File: config.mk
export PLATFORM = sky130hd
export DESIGN_NAME = ber_sweep_ctrl_flat
export DESIGN_NICKNAME = d
export VERILOG_FILES = /design/src/rtl/ber_sweep_ctrl_if.sv /design/src/rtl/ber_sweep_ctrl.sv /design/src/flat_wrapper.sv
export SDC_FILE = /design/constraint.sdc
export NUM_CORES = 1
export LEC_CHECK = 0
export CAP_MARGIN = 20
export CORE_ASPECT_RATIO = 1.5
export CORE_MARGIN = 2
export CORE_UTILIZATION = 40
export CTS_CLUSTER_DIAMETER = 100
export DETAILED_ROUTE_END_ITERATION = 10
export PLACE_DENSITY = 0.71
export SLEW_MARGIN = 0
export SYNTH_ARGS = -nofsm -noshare
export SYNTH_HDL_FRONTEND = slang
export SYNTH_SLANG_ARGS = --single-unit
File: constraint.sdc
create_clock -name CLK -period 3.9 [get_ports CLK]
set_input_delay 0.585 -clock CLK [delete_from_list [all_inputs] [get_ports CLK]]
set_output_delay 0.585 -clock CLK [all_outputs]
set_load 0.01 [all_outputs]
File: src/rtl/ber_sweep_ctrl_if.sv
// -----------------------------------------------------------------------------
// ber_sweep_ctrl_if
// Bundles the control, status and stimulus-count signals of the BER sweep
// controller. CLK and RST stay plain ports on the controller.
//
//   START      sweep request (level, sampled only in IDLE)
//   ABORT      sweep termination (level)
//   BASE_CTRL  default 31-bit control word (non-swept bits)
//   ERR_CNT    64-bit error count from the stimulus block
//   RECV_CNT   58-bit received-word count from the stimulus block
//   CTRL       registered control word to the DUT pads
//   CLR_SEQ    stimulus counter / PRBS clear
//   BUSY       high in every state except IDLE
//   DONE       one-cycle pulse at sweep end
//   CUR_IDX    current sweep point
//   PASS_MASK  bit i set when point i passed
//   BEST_IDX   point with the lowest error count
//   BEST_ERR   saturated error count of BEST_IDX
//
// Modports:
//   master  side that requests sweeps and supplies counts (UI / stimulus)
//   slave   the sweep controller itself
// -----------------------------------------------------------------------------
interface ber_sweep_ctrl_if;
   logic        START;
   logic        ABORT;
   logic [30:0] BASE_CTRL;
   logic [63:0] ERR_CNT;
   logic [57:0] RECV_CNT;
   logic [30:0] CTRL;
   logic        CLR_SEQ;
   logic        BUSY;
   logic        DONE;
   logic [3:0]  CUR_IDX;
   logic [15:0] PASS_MASK;
   logic [3:0]  BEST_IDX;
   logic [31:0] BEST_ERR;

   modport master (
      output START, ABORT, BASE_CTRL, ERR_CNT, RECV_CNT,
      input  CTRL, CLR_SEQ, BUSY, DONE, CUR_IDX, PASS_MASK, BEST_IDX, BEST_ERR
   );

   modport slave (
      input  START, ABORT, BASE_CTRL, ERR_CNT, RECV_CNT,
      output CTRL, CLR_SEQ, BUSY, DONE, CUR_IDX, PASS_MASK, BEST_IDX, BEST_ERR
   );
endinterface

File: src/rtl/ber_sweep_ctrl.sv
// -----------------------------------------------------------------------------
// ber_sweep_ctrl
// Automatic bit-error-rate sweep over the LVDS test-chip control word. Steps
// IDSET_A/B ([24:23]/[22:21]) and DRV_STR_A/B ([18:17]/[16:15]) through all
// 16 combinations. For each point: apply the word, settle, clear the stimulus
// counters, measure for a fixed window, then grade the error count.
//
// Ports:
//   CLK   system clock
//   RST   synchronous active-high reset
//   bus   ber_sweep_ctrl_if.slave (START/ABORT/BASE_CTRL/ERR_CNT/RECV_CNT in,
//         CTRL/CLR_SEQ/BUSY/DONE/CUR_IDX/PASS_MASK/BEST_IDX/BEST_ERR out)
//
// Parameters:
//   SETTLE_CYC  cycles spent settling per point (>=1)
//   MEAS_CYC    cycles spent measuring per point (>=1)
//   TMR_W       timer width, must hold max(SETTLE_CYC, MEAS_CYC)
//   ERR_TH      largest saturated error count still graded as pass
//
// Optional feature macro: BER_SWEEP_BEST_APPLY_EN
//   Defined: at sweep end CTRL is loaded with the best point's word and held
//   through IDLE until RST, ABORT or a new START.
//   Undefined: CTRL follows BASE_CTRL whenever the block is idle.
// -----------------------------------------------------------------------------
module ber_sweep_ctrl #(
   parameter int          SETTLE_CYC = 1024,
   parameter int          MEAS_CYC   = 65536,
   parameter int          TMR_W      = 20,
   parameter logic [31:0] ERR_TH     = 32'd0
) (
   input  logic           CLK,
   input  logic           RST,
   ber_sweep_ctrl_if.slave bus
);

   typedef enum logic [2:0] {
      S_IDLE,
      S_APPLY,
      S_SETTLE,
      S_CLEAR,
      S_MEAS,
      S_EVAL,
      S_FIN
   } state_t;

   state_t          state_q;
   logic [TMR_W-1:0] tmr_q;
   logic [30:0]     shadow_q;
   logic [30:0]     ctrl_q;
   logic            clr_q;
   logic            busy_q;
   logic            done_q;
   logic [3:0]      idx_q;
   logic [15:0]     pass_q;
   logic [3:0]      best_idx_q;
   logic [31:0]     best_err_q;
`ifdef BER_SWEEP_BEST_APPLY_EN
   logic            hold_q;   // CTRL frozen on the best word after a sweep
`endif

   // Grading of the current point
   logic [31:0] err_sat_d;    // 64-bit count saturated to 32 bits
   logic [31:0] err_rank_d;   // value used for best tracking
   logic        link_up_d;
   logic        pass_d;

   // Replace the swept fields of a control word with the given point index.
   function automatic logic [30:0] sweep_word(input logic [30:0] base,
                                              input logic [3:0]  idx);
      logic [30:0] w;
      w        = base;
      w[24:23] = idx[3:2];
      w[22:21] = idx[3:2];
      w[18:17] = idx[1:0];
      w[16:15] = idx[1:0];
      return w;
   endfunction

   always_comb begin
      // NOTE: every combinational output is given a value on every path so
      // no latch is inferred.
      err_sat_d  = (bus.ERR_CNT[63:32] != 32'd0) ? 32'hFFFF_FFFF : bus.ERR_CNT[31:0];
      link_up_d  = (bus.RECV_CNT != 58'd0);
      pass_d     = link_up_d && (err_sat_d <= ERR_TH);
      // A dead link must never look like a good point.
      err_rank_d = link_up_d ? err_sat_d : 32'hFFFF_FFFF;
   end

   always_ff @(posedge CLK) begin
      // NOTE: state is updated with non-blocking assignments so every branch
      // sees the pre-edge values of all registers.
      if (RST) begin
         state_q    <= S_IDLE;
         tmr_q      <= '0;
         shadow_q   <= '0;
         ctrl_q     <= '0;
         clr_q      <= 1'b0;
         busy_q     <= 1'b0;
         done_q     <= 1'b0;
         idx_q      <= 4'd0;
         pass_q     <= 16'd0;
         best_idx_q <= 4'd0;
         best_err_q <= 32'hFFFF_FFFF;
`ifdef BER_SWEEP_BEST_APPLY_EN
         hold_q     <= 1'b0;
`endif
      end else begin
         // CLR_SEQ and DONE are single-state pulses; set only on entry.
         clr_q  <= 1'b0;
         done_q <= 1'b0;

         if ((state_q != S_IDLE) && bus.ABORT) begin
            state_q <= S_IDLE;
            busy_q  <= 1'b0;
`ifdef BER_SWEEP_BEST_APPLY_EN
            hold_q  <= 1'b0;
`endif
         end else begin
            case (state_q)
               S_IDLE: begin
`ifdef BER_SWEEP_BEST_APPLY_EN
                  if (!hold_q || bus.START || bus.ABORT) begin
                     ctrl_q <= bus.BASE_CTRL;
                  end
                  if (bus.START || bus.ABORT) begin
                     hold_q <= 1'b0;
                  end
`else
                  ctrl_q <= bus.BASE_CTRL;
`endif
                  // ABORT has priority over START while idle.
                  if (bus.START && !bus.ABORT) begin
                     state_q    <= S_APPLY;
                     busy_q     <= 1'b1;
                     shadow_q   <= bus.BASE_CTRL;
                     idx_q      <= 4'd0;
                     pass_q     <= 16'd0;
                     best_idx_q <= 4'd0;
                     best_err_q <= 32'hFFFF_FFFF;
                  end
               end

               S_APPLY: begin
                  ctrl_q  <= sweep_word(shadow_q, idx_q);
                  tmr_q   <= TMR_W'(SETTLE_CYC - 1);
                  state_q <= S_SETTLE;
               end

               S_SETTLE: begin
                  if (tmr_q == '0) begin
                     state_q <= S_CLEAR;
                     clr_q   <= 1'b1;
                  end else begin
                     tmr_q <= tmr_q - 1'b1;
                  end
               end

               S_CLEAR: begin
                  tmr_q   <= TMR_W'(MEAS_CYC - 1);
                  state_q <= S_MEAS;
               end

               S_MEAS: begin
                  if (tmr_q == '0) begin
                     state_q <= S_EVAL;
                  end else begin
                     tmr_q <= tmr_q - 1'b1;
                  end
               end

               S_EVAL: begin
                  pass_q[idx_q] <= pass_d;
                  // Strict compare: on a tie the earlier (lower) index stays.
                  if (err_rank_d < best_err_q) begin
                     best_err_q <= err_rank_d;
                     best_idx_q <= idx_q;
                  end
                  if (idx_q == 4'd15) begin
                     state_q <= S_FIN;
                     done_q  <= 1'b1;
                  end else begin
                     idx_q   <= idx_q + 4'd1;
                     state_q <= S_APPLY;
                  end
               end

               S_FIN: begin
`ifdef BER_SWEEP_BEST_APPLY_EN
                  ctrl_q <= sweep_word(shadow_q, best_idx_q);
                  hold_q <= 1'b1;
`else
                  ctrl_q <= bus.BASE_CTRL;
`endif
                  state_q <= S_IDLE;
                  busy_q  <= 1'b0;
               end

               default: begin
                  state_q <= S_IDLE;
                  busy_q  <= 1'b0;
               end
            endcase
         end
      end
   end

   assign bus.CTRL      = ctrl_q;
   assign bus.CLR_SEQ   = clr_q;
   assign bus.BUSY      = busy_q;
   assign bus.DONE      = done_q;
   assign bus.CUR_IDX   = idx_q;
   assign bus.PASS_MASK = pass_q;
   assign bus.BEST_IDX  = best_idx_q;
   assign bus.BEST_ERR  = best_err_q;

endmodule
File: src/flat_wrapper.sv
// flat-port wrapper written by rule: the top's interface ports become plain ports
module ber_sweep_ctrl_flat 
#(
   parameter int          SETTLE_CYC = 1024,
   parameter int          MEAS_CYC   = 65536,
   parameter int          TMR_W      = 20,
   parameter logic [31:0] ERR_TH     = 32'd0
)
  (CLK, RST, bus_START, bus_ABORT, bus_BASE_CTRL, bus_ERR_CNT, bus_RECV_CNT, bus_CTRL, bus_CLR_SEQ, bus_BUSY, bus_DONE, bus_CUR_IDX, bus_PASS_MASK, bus_BEST_IDX, bus_BEST_ERR);
  ber_sweep_ctrl_if bus_i ();
  input  logic CLK;
  input  logic RST;
  input wire logic [$bits(bus_i.START)-1:0] bus_START;
  input wire logic [$bits(bus_i.ABORT)-1:0] bus_ABORT;
  input wire logic [$bits(bus_i.BASE_CTRL)-1:0] bus_BASE_CTRL;
  input wire logic [$bits(bus_i.ERR_CNT)-1:0] bus_ERR_CNT;
  input wire logic [$bits(bus_i.RECV_CNT)-1:0] bus_RECV_CNT;
  output wire logic [$bits(bus_i.CTRL)-1:0] bus_CTRL;
  output wire logic [$bits(bus_i.CLR_SEQ)-1:0] bus_CLR_SEQ;
  output wire logic [$bits(bus_i.BUSY)-1:0] bus_BUSY;
  output wire logic [$bits(bus_i.DONE)-1:0] bus_DONE;
  output wire logic [$bits(bus_i.CUR_IDX)-1:0] bus_CUR_IDX;
  output wire logic [$bits(bus_i.PASS_MASK)-1:0] bus_PASS_MASK;
  output wire logic [$bits(bus_i.BEST_IDX)-1:0] bus_BEST_IDX;
  output wire logic [$bits(bus_i.BEST_ERR)-1:0] bus_BEST_ERR;
  assign bus_i.START = bus_START;
  assign bus_i.ABORT = bus_ABORT;
  assign bus_i.BASE_CTRL = bus_BASE_CTRL;
  assign bus_i.ERR_CNT = bus_ERR_CNT;
  assign bus_i.RECV_CNT = bus_RECV_CNT;
  assign bus_CTRL = bus_i.CTRL;
  assign bus_CLR_SEQ = bus_i.CLR_SEQ;
  assign bus_BUSY = bus_i.BUSY;
  assign bus_DONE = bus_i.DONE;
  assign bus_CUR_IDX = bus_i.CUR_IDX;
  assign bus_PASS_MASK = bus_i.PASS_MASK;
  assign bus_BEST_IDX = bus_i.BEST_IDX;
  assign bus_BEST_ERR = bus_i.BEST_ERR;
  ber_sweep_ctrl #(.SETTLE_CYC(SETTLE_CYC), .MEAS_CYC(MEAS_CYC), .TMR_W(TMR_W), .ERR_TH(ERR_TH)) u_core (.CLK(CLK), .RST(RST), .bus(bus_i));
endmodule
# Word level (Yosys, flattened, before mapping)
# Cells that the tools add are included.
# word_totals
in_bits	157
regBits	144
word_cells	88
out_inout_bits	90
# op_classes
reduce_logical	27
n_mux	27
order_cmp	4
n_eq_ne	13
addsub	2
bitwise_logic	4
# op_table
operator	count
32-bit 2-to-1 mux	4
32-bit one-hot mux with 2 select lines	1
31-bit one-hot mux with 2 select lines	1
20-bit one-hot mux with 3 select lines	1
58-bit nonzero test	1
32-bit by 1-bit <= comparator with 1-bit output (second input constant)	1
32-bit less-than comparator	1
16-bit one-hot mux with 2 select lines	1
32-bit nonzero test	1
20-bit zero test	1
20-bit 2-to-1 mux	1
20-bit by 1-bit subtractor with 20-bit output (second input constant)	1
3-bit one-hot mux with 6 select lines	1
16-bit bitwise mux	1
16-bit 2-to-1 mux	1
4-bit one-hot mux with 2 select lines	2
3-bit 2-to-1 mux	4
4-bit 2-to-1 mux	3
3-bit AND reduction	4
3-bit equality test (second input constant)	3
2-bit by 1-bit != test with 1-bit output (second input constant)	4
4-bit AND reduction	2
3-bit by 2-bit equality test with 1-bit output (second input constant)	2
3-bit nonzero test	2
other kinds (18)	33

# Depth between registers and ports, before layout
# Gate-level depths: netlist of run 1.
# logic_depth
word_depth	6
mapped_depth	15
mapped_depth_nobuf	13

# Worst setup path before layout of run 1
# Ideal clock, no wire load.
# synth_timing
kind	in2reg
startpoint	in bus_ERR_CNT[50]
endpoint	reg u_core.best_err_q[21] (netlist: u_core.bus.BEST_ERR[21])
required_ns	3.766
setup_ns	0.134
setup_slack_ns	0.251
arrival_time_ns	3.515
path_stages	14
n_path_buf	2
path_cell_list	nor4_1 nand4_1 nor3_1 clkbuf_1 nand2b_1 ha_1 a21oi_1 o21ai_0 a221oi_1 o21ai_0 nor3_1 nand2_4 buf_12 mux2i_1
# synth_via
elab_chain_cells	6
word_cells_on_any_way	8
classes_between	order compare: 1; eq/ne: 1; mux: 4; reduce/logical: 2
# synth_lines
item	line	text
from (decl)	flat_wrapper.sv:16	input wire logic [$bits(bus_i.ERR_CNT)-1:0] bus_ERR_CNT;
32-bit nonzero test (*)	ber_sweep_ctrl.sv:82	err_sat_d = (bus.ERR_CNT[63:32] != 32'd0) ? 32'hFFFF_FFFF : bus.ERR_CNT[31:0];
32-bit 2-to-1 mux (*)	ber_sweep_ctrl.sv:82	
32-bit 2-to-1 mux (*)	ber_sweep_ctrl.sv:86	err_rank_d = link_up_d ? err_sat_d : 32'hFFFF_FFFF;
32-bit less-than comparator	ber_sweep_ctrl.sv:174	if (err_rank_d < best_err_q) begin
2-bit by 1-bit != test with 1-bit output (no source line)	--	
4-bit AND reduction (no source line)	--	
to (signal assigned)	ber_sweep_ctrl.sv:175	best_err_q <= err_rank_d;
to (decl)	ber_sweep_ctrl.sv:56	logic [31:0] best_err_q;
# Mark *: on every way between the ends. The rest lies on a longest branch, timed or not. The select of a mux whose other input is x is not followed.
# A chain may end at the register's enable or synchronous reset.

# Worst setup path in the final report of run 1
# layout_timing
startpoint	in bus_RECV_CNT[14]
endpoint	reg u_core.best_idx_q[1] (netlist: u_core.bus.BEST_IDX[1])
# layout_via
elab_chain_cells	5
# layout_lines
item	line	text
from (decl)	flat_wrapper.sv:17	input wire logic [$bits(bus_i.RECV_CNT)-1:0] bus_RECV_CNT;
58-bit nonzero test	ber_sweep_ctrl.sv:83	link_up_d = (bus.RECV_CNT != 58'd0);
32-bit 2-to-1 mux	ber_sweep_ctrl.sv:86	
32-bit less-than comparator	ber_sweep_ctrl.sv:174	
2-bit by 1-bit != test with 1-bit output (no source line)	--	
4-bit AND reduction (no source line)	--	
to (signal assigned)	ber_sweep_ctrl.sv:176	best_idx_q <= idx_q;
to (decl)	ber_sweep_ctrl.sv:55	logic [3:0] best_idx_q;
# No other way between the ends.

==> results of run 1 <==
==> final cells by class <==
cell class                 count  area [um2]  area share (%)
clock inverter                15       181.4           1.657
sequential                   136        2723           24.86
inverter                      44       165.2           1.508
multi-input combinational    674        4374           39.95
clock buffer                  17       425.4           3.885
tap                          252       315.3           2.879
timing repair buffer         282        2766           25.26
==> what timing repair did <==
item                       CTS  global route
setup endpoints to repair   36            36
hold buffers                 0             0
buffers inserted             0             2
pin swaps                    0             6
gates resized for setup      2            13
cloned                       0             2
==> synthesized netlist by cell type (all sizes together) (9+ instances only) <==
| master | n |
|---|---|
| nand4 | 11 |
| ha | 36 |
| o21ai | 14 |
| clkbuf | 43 |
| nor3 | 18 |
| nor2 | 148 |
| dfxtp | 136 |
| mux2i | 56 |
| a31o | 15 |
| a31oi | 9 |
| a211oi | 34 |
| nor4 | 39 |
| nand2b | 35 |
| nand2 | 73 |
| nor3b | 16 |
| buf | 18 |
| inv | 44 |
| a21oi | 86 |
==> logic make-up (layout without fill, tap and decap cells) <==
family | Yosys count | count (layout)
AND/OR/NAND/NOR | 382 | 382
AO/OA/AOI/OAI | 195 | 195
flip-flops | 136 | 136
buffers and inverters | 105 | 358
multiplexers | 57 | 57
adder cells (fa/ha/maj) | 36 | 36
XOR/XNOR | 4 | 4
==> cells in the final DEF (no fill, tap or decap), types with 15 or more instances in the layout <==
cell type	netlist	final
nor2_1	145	144
buf_4	2	31
a31o_2	15	15
nor3_1	18	16
inv_1	44	44
nand2b_1	35	35
nor4_1	34	27
dfxtp_1	136	136
nor3b_1	16	16
nand2_1	72	72
a21oi_1	85	85
mux2i_1	56	56
clkbuf_16	0	17
a211oi_1	34	34
clkdlybuf4s50_1	0	245
ha_1	36	36
==> routing by layer <==
layer | vias to the layer above | GRT usage [%] | part of all wire (%)
met1 | 3432 | 23.98 | 36
met2 | 247 | 44.57 | 56
met3 | 36 | 4.792 | 5.2
met4 | 0 | 10.01 | 2.9
li1 | 3736 | - | -
met5 | - | 0 | 0
==> flip-flops by register name (all words and copies together) (netlist names) <==
| signal | flops |
|---|---|
| u_core.bus.CLR_SEQ | 1 |
| u_core.state_q | 3 |
| u_core.bus.CTRL | 31 |
| u_core.shadow_q | 23 |
| u_core.bus.PASS_MASK | 16 |
| u_core.tmr_q | 20 |
| u_core.bus.BEST_ERR | 32 |
| u_core.bus.CUR_IDX | 4 |
| u_core.bus.BUSY | 1 |
| u_core.bus.BEST_IDX | 4 |
| u_core.bus.DONE | 1 |
==> worst max-delay path: stages <==
cell and delay, ns:
clkdlybuf4s50_1 0.44, nor4_4 0.33, nand4_1 0.23, nor4_4 0.40, nor3_4 0.11, buf_6 0.15, buf_4 0.14, nand2b_1 0.06
ha_1 0.16, nand4_1 0.13, nor3_2 0.24, o21ai_0 0.12, a31oi_1 0.28, nor3_1 0.10, buf_4 0.17, buf_4 0.13
a211o_1 0.25, o41ai_1 0.06
==> path summary, 6_finish.rpt <==
path	slack, ns	startpoint	endpoint	cells past startpoint
hold reg to reg	0.45	u_core.shadow_q[30]	u_core.shadow_q[30]	2
setup / recovery	0.10	bus_RECV_CNT[14]	u_core.bus.BEST_IDX[1]	18
hold / removal	0.45	u_core.shadow_q[30]	u_core.shadow_q[30]	2
setup reg to reg	1.31	u_core.tmr_q[0]	u_core.tmr_q[16]	10
==> power by group through the flow <==
| stage | logic, uW | registers, uW | clock network [uW] |
|---|---|---|---|
| floorplan | 433 | 1560 | 0 |
| global placement | 802 | 1550 | 0 |
| detailed placement | 807 | 1560 | 0 |
| CTS | 810 | 1520 | 1690 |
| global route | 888 | 1540 | 1770 |
| finish | 814 | 1520 | 1650 |
==> metrics by stage <==
| stage | instance area (um2) | hold WS (ns) | util, % | setup TNS, ns |
|---|---|---|---|---|
| finish | 10950 | 0.4533 | 59.53 | 0 |
| global route | 10950 | 0.4728 | 59.53 | -0.04357 |
| CTS | 10840 | 0.4548 | 58.95 | 0 |
| global placement | 10220 | 0.4408 | 55.59 | -19.95 |
| detailed placement | 10220 | 0.4462 | 55.59 | -21.92 |
| floorplan | 7452 | 0.4357 | - | 0 |
==> flow_results.org, run 1 <==
** Outcome
- The run finished with clean final reports.

** Placed design
- Count of input and output buffers :: 246
- Detailed placement ended at an HPWL of roughly 18000 um.
- At the end of routability-driven placement, the weighted congestion stood at roughly 0.85.
- After detailed placement, the design holds a cell count of approximately 1400.
- Placement-stage worst setup slack :: -0.6488 ns

** Synthesis
- Yosys mapped a number of flops with a built-in enable equal to 0.
- After synthesis, the share of flip-flops with an asynchronous set or reset is 0%.
- Number of distinct library cells after synthesis :: 64
- Cell area after technology mapping :: 0.007452 mm2
- Combinational family with the most area after synthesis :: simple AND/OR/NAND/NOR gates
- The most used flip-flop cell after synthesis is dfxtp_1.
- Summed over its instances, the top area cell type makes up around 37% of the synthesized netlist area.
- The synthesized netlist devotes 16.91% of its cell area to compound gates.
- Avg Synthesized Cell Area :: 8.144 um2
- The portion of synthesized area spent on multiplexers is 7.673%.
- After Yosys synthesis, XOR and XNOR cells account for less than 1% of the synthesized area.
- The synthesized netlist devotes roughly a quarter of its cell area to simple gates.
- Of the synthesized area, sequential elements account for 36.53%.
- Synthesized instance count :: slightly above 900
- Yosys warns :: 0
- Share of synthesized cell area in full adder, half adder and majority cells :: a little over 6%
- Area leader, netlist :: dfxtp_1
- Synthesis inferred approximately 140 register bits.
- Synthesis produced a netlist with a net count of ~1100.
- By area the synthesized netlist is led by dfxtp_1 37%, mux2i_1 7.5%, nor2_1 7.3%.

** Floorplanning
- 247 I/O pins were placed.
- Chip Height :: 171.2 um
- For this configuration, the core starts out at a cell density of 40.51%.
- Number of placement rows :: 61
- Core Region :: 0.01839 mm2
- The die is 115.4 um wide.
- The die covers a little under 0.02 mm2.

** Power and ir drop
- Of the total power, the share spent switching nets is between 20% and 30%.
- Reg power frac :: 38.2%
- In this run, the combinational gates consume 20.4% of the power.
- Total leakage power :: ~0.0047 uW
- The design draws 3992 uW.
- Share of power burned in the clock network :: 41.4%
- VDD sags by at most ~0.26 mV.
- Cell internal power dissipation :: 2859 uW
- Power per unit of standard cell area :: 364.5 mW/mm2
- Switching pwr :: 1132 uW

** Routing
- Wire per inst :: 16.34 um
- DR vias :: about 7500
- Sum of routed wire length over all layers :: between 20000 and 25000 um
- Dividing the detail-routed via count by the number of cells gives 5.247.
- DRC violations left :: 0
- Number of nets with antenna violations after detailed routing :: 0
- Count of TritonRoute iterations in the first routing pass :: 4
- Count of routing violations after the opening detailed-route iteration :: between 300 and 400

** Clocking
- The tree is rooted in a clkbuf_16.
- Maximum number of buffers from clock root to sink :: 2
- Clock latency on the worst-skew pair, taken at its later pin, is 0.42 ns.
- TritonCTS built the clock tree.
- H-tree levels :: 4
- The number of clock buffers added by TritonCTS is 17.
- Clock-pin slew reported for the worst setup and hold paths after clock tree synthesis :: 0.06 ns
- Clock Sinks :: 136

** Layout
- Fillers :: 1630
- Leaving out filler cells and counting taps, the final layout contains 1420.
- Fraction of layout cells with a size suffix above 1 :: around 10%
- 0 antenna diodes ended up in the layout.
- Total Nets Final :: 1348
- P&R area growth vs syn :: 46.94%

** Global route
- The number of global-route vias before repair was 7325.
- The first global-routing pass estimated 36360 um of wire.
- Entering global routing, the biggest net connects around 100 pins.
- The number of antenna violations at the first check in global routing was 0.
- Overall overflow remaining after global route :: 0
- Global routing used 23.31% of the available tracks across all layers.

** Critical path
- Required time worst endpoint :: 4.20 ns
- Along the worst path, the maximum fanout reaches 5.
- The worst setup path is of the in2reg kind.
- The worst setup path is launched from an input pin.
- Sort of element at the end of the critical path :: flop
- At the worst endpoint, the arrival time is 4.10 ns.

** STA
- Setup slack closes at 0.1014 ns.
- Portion of the clock cycle consumed by the worst path in the final layout :: 97.40%
- Headroom to the max-slew limit came out at 29.11%.
- Achievable frequency :: approximately 0.26 GHz
- Post-route clock skew :: 0.01994 ns
- The final-report max-slew violation count is 0.
- After layout, the minimum clock period comes to 3.799 ns.
- Setup violations remaining at the end of the flow were counted as 0.
- Slew of the pin with the lowest slew margin :: 1.063 ns
- Hold Fails Final Rpt :: 0

** Worst hold path
- Worst min path class :: reg2reg

** Run
- Maximum Capacitance Violations :: 0
Power figures use the tool's default switching activity.
==> run 2: changes to the inputs <==
--- a/config.mk
+++ b/config.mk
@@ -12,6 +12,6 @@
 export CTS_CLUSTER_DIAMETER = 100
 export DETAILED_ROUTE_END_ITERATION = 10
-export PLACE_DENSITY = 0.71
-export SLEW_MARGIN = 0
+export PLACE_DENSITY = 0.84
+export SLEW_MARGIN = 20
 export SYNTH_ARGS = -nofsm -noshare
 export SYNTH_HDL_FRONTEND = slang
==> constraint.sdc (replaced) <==
create_clock -name CLK -period 3.9 [get_ports CLK]
set_input_delay 0.585 -clock CLK [delete_from_list [all_inputs] [get_ports CLK]]
set_output_delay 0.585 -clock CLK [all_outputs]
set_load 0.05 [all_outputs]
==> run 2 against run 1 <==
Net effect: maximum frequency is 0.72% lower; critical path depth is 2 lower; register-to-register slack worse by 0.35 ns; via count is 4.6% higher; sequential cell count stayed put; power is 1.7% higher; clock power is 5% lower; global-route usage is 0.17 points higher; sequential share of layout area is 0.24 points lower; largest power group unchanged; highest routed layer unchanged.
==> flow_results.org, run 2 (synthesized netlist as in run 1, its figures left out) <==
** Routing
- The post-detailed-routing wire length came to 24080 um (+3.8%).
- The average routed wire per standard cell was 16.88 um (+3.3%).
- The vias after detailed routing came to 7795 (+4.6%).
- The post-route DRC violation count was 0 (unchanged).
- The first-pass iteration count of the detailed router came to 5 (+1).
- Count of routing violations after the opening detailed-route iteration :: 526 (+43%)
- The count of antenna-violating nets left after detailed routing is 0 (unchanged).
- Post-detailed-route via-to-cell ratio :: 5.463 (+4.1%)

** Placed design
- Placed Area :: 0.01021 mm2 (-0.12%)
- The count of input and output buffers was 246 (unchanged).
- Placement-stage worst setup slack :: -0.7155 ns (-0.06664 ns)
- The last weighted congestion value of the routability-driven placer came to 0.9305 (+9.3%).
- Estimated wirelength of the detail-placed design :: 17710 um (+0.92%)

** Clocking
- CTS tree :: yes
- Clock Sinks :: 136 (unchanged)
- The clock slew at the register clock pins of the worst setup and hold paths is 0.07 ns (about the same).
- CTS buffer count :: 17 (unchanged)
- Number of buffers added to fix hold violations after cts :: 0 (unchanged)
- Maximum number of buffers from clock root to sink :: 2 (unchanged)
- The clock latency reported for the late side of the worst-skew pair came to 0.42 ns (about the same).
- Clock tree synthesis selected as its root buffer the cell clkbuf_16.
- The number of levels in the clock H-tree is 4 (unchanged).

** Worst hold path
- The worst hold path terminates at u_core.shadow_q[5].
- Hold path cells :: 2 (unchanged)
- The startpoint identified for the worst hold timing path is u_core.shadow_q[5].
- In this run the worst hold path is classified as reg2reg.

** Critical path
- Required time worst endpoint :: 4.21 ns (about the same)
- Worst Setup Start Kind :: input pin
- The endpoint identified for the worst register-to-register timing path is u_core.tmr_q[17].
- Most prevalent standard cell on the critical path :: buf_4
- Worst stage delay on the critical path :: 0.60 ns (+0.16 ns)
- The signal on the critical path passes through clkdlybuf4s50_1 > nor4_2 > nand4_1 > nor4_4 > buf_4 > nor3_4 > buf_4 > nand2b_1 > ha_1 > nand2_1 > o21ai_2 > a211oi_2 > buf_4 > a2111o_1 > nand2_4 > mux2_2.
- Beginning of the worst register-to-register path :: u_core.tmr_q[0]
- The number of cells traversed by the worst register-to-register path was 10 (unchanged).
- Worst path slowest cell :: clkdlybuf4s50_1
- The arrival time at the worst endpoint is 4.13 ns (+0.03 ns).
- STA classifies the critical path endpoint as a flop.
- The critical path is of the in2reg type.
- R2r setup slk :: 0.96 ns (-0.35 ns)
- The biggest fanout along the worst timing path was 11 (+6).

** Outcome
- The run finished with clean final reports.

** Global route
- The maximum number of pins on one net before global-route repair is 84 (-17%).
- Antenna violations before repair :: 1 (+1)
- The global-route total usage across every layer came to 23.48% (+0.17 points).
- The global-route wire length before repair is 36710 um (+0.95%).
- Vias in the first global route :: 7550 (+3.1%)
- Overall overflow remaining after global route :: 0 (unchanged)

** Layout
- The library cells used most frequently in the layout, excluding fill and tap cells, are 241 x clkdlybuf4s50_1, 144 x nor2_1, 136 x dfxtp_1.
- Final Cell Area :: 0.01106 mm2 (+0.99%)
- Most common cell after layout, fill and taps aside :: clkdlybuf4s50_1
- Total Nets Final :: 1355 (+0.52%)
- The flip-flop count of the largest register after layout was 32 (unchanged).
- The core occupancy in the finished layout is 60.13% (+0.59 points).
- The number of diodes added for antenna fixing came to 0 (unchanged).
- Fraction of layout cells with a size suffix above 1 :: 11.23% (+1.2 points)
- P&R area growth vs syn :: 48.41%

** STA
- The worst slew margin relative to its limit is 41.98% (+13 points).
- The maximum clock frequency was 0.2614 GHz (-0.72%).
- Post-route clock skew :: 0.01451 ns (-0.005431 ns)
- Portion of the clock cycle consumed by the worst path in the final layout :: 98.11% (+0.71 points)
- Hold Fails Final Rpt :: 0 (unchanged)
- The final worst slack came to 0.07382 ns (-0.02761 ns).
- The worst hold margin is 0.4557 ns (+0.002427 ns).
- Slew of the pin with the lowest slew margin :: 0.8703 ns (-0.1931 ns)
- Post-route minimum period :: 3.826 ns (+0.02761 ns)
- The final setup violation count is 0 (unchanged).
- Max Slew Vio Count :: 0 (unchanged)

** Run
- The count of maximum capacitance violations was 0 (unchanged).

** Floorplanning
- Initial standard-cell utilization of the core :: 40.51% (unchanged)
- Chip Height :: 171.2 um (unchanged)
- The width of the die was 115.4 um (unchanged).
- Die area :: 0.01976 mm2 (unchanged)
- Number of placement rows :: 61 (unchanged)
- Core Region :: 0.01839 mm2 (unchanged)
- Io pins :: 247 (unchanged)

** Power and ir drop
- The cell leakage power is 0.004738 uW (+1.4%).
- The power density of the placed cells is 367.2 mW/mm2 (+0.72%).
- Maximum resistive drop on vdd :: 0.2801 mV (+8.5%)
[run 2: metal layers]
| metal | GRT usage [%] | wire length, um | vias up |
|---|---|---|---|
| li1 | - | - | 3745 |
| met1 | 25.47 | 8863 | 3626 |
| met2 | 42.46 | 12540 | 352 |
| met3 | 5.743 | 1617 | 72 |
| met4 | 10.58 | 1063 | 0 |
| met5 | 0 | 0 | - |
[run 2: repair_timing]
action | CTS | global route
pin swaps | 2 | 18
gates resized for setup | 4 | 27
cloned | 0 | 4
endpoints found under the setup margin | 36 | 36
buffers inserted | 3 | 4
[run 2: per-stage QoR]
step | std cells | total power, uW | setup TNS, ns
2_1_floorplan | 915 | 2131 | 0
3_3_place_gp | 1384 | 2476 | -24.78
3_5_place_dp | 1384 | 2493 | -23.84
4_1_cts | 1419 | 4061 | 0
5_1_grt | 1427 | 4234 | -0.7778
6_report | 1427 | 4061 | 0
[run 2: critical path, delay by kind of cell]
kind                     cells  cell delay, ns
AND/OR/NAND/NOR              7            0.93
AO/OA/AOI/OAI                3            0.79
multiplexers                 1            0.35
buffers and inverters        4            1.13
adder cells (fa/ha/maj)      1            0.33
[run 2: power breakdown]
part           total (uW)  leakage, uW  switching, uW  internal [uW]
clock                1570     0.000275            719            853
sequential           1520      0.00111           58.9           1470
combinational         964      0.00335            540            424
[run 2: final cells by class]
| cell class | count | area (um2) |
|---|---|---|
| clock buffers | 17 | 425.4 |
| clock inverters | 15 | 150.1 |
| fillers | 1537 | 7335 |
| inverters | 44 | 165.2 |
| multi-input cells | 675 | 4420 |
| flip-flops and latches | 136 | 2723 |
| well taps | 252 | 315.3 |
| repair buffers | 288 | 2860 |
[run 2: worst max path at each step]
stage / depth (start not counted) / end / start / slack, ns
finish: 16 / u_core.bus.BEST_IDX[3] / bus_RECV_CNT[7] / 0.07
global route: 15 / u_core.bus.BEST_IDX[1] / bus_ERR_CNT[41] / -0.08
CTS: 19 / u_core.bus.BEST_ERR[26] / bus_RECV_CNT[6] / 0.05
detailed placement: 16 / u_core.bus.BEST_ERR[11] / bus_RECV_CNT[32] / -0.72
global placement: 16 / u_core.bus.BEST_ERR[11] / bus_RECV_CNT[32] / -0.71
floorplan: 14 / u_core.bus.BEST_ERR[21] / bus_ERR_CNT[50] / 0.25
==> run 3: changes to the inputs <==
CAP_MARGIN = not set   (was 20)
==> results of run 3 <==
Final layout, timing and power as in run 2 (identical DEF).
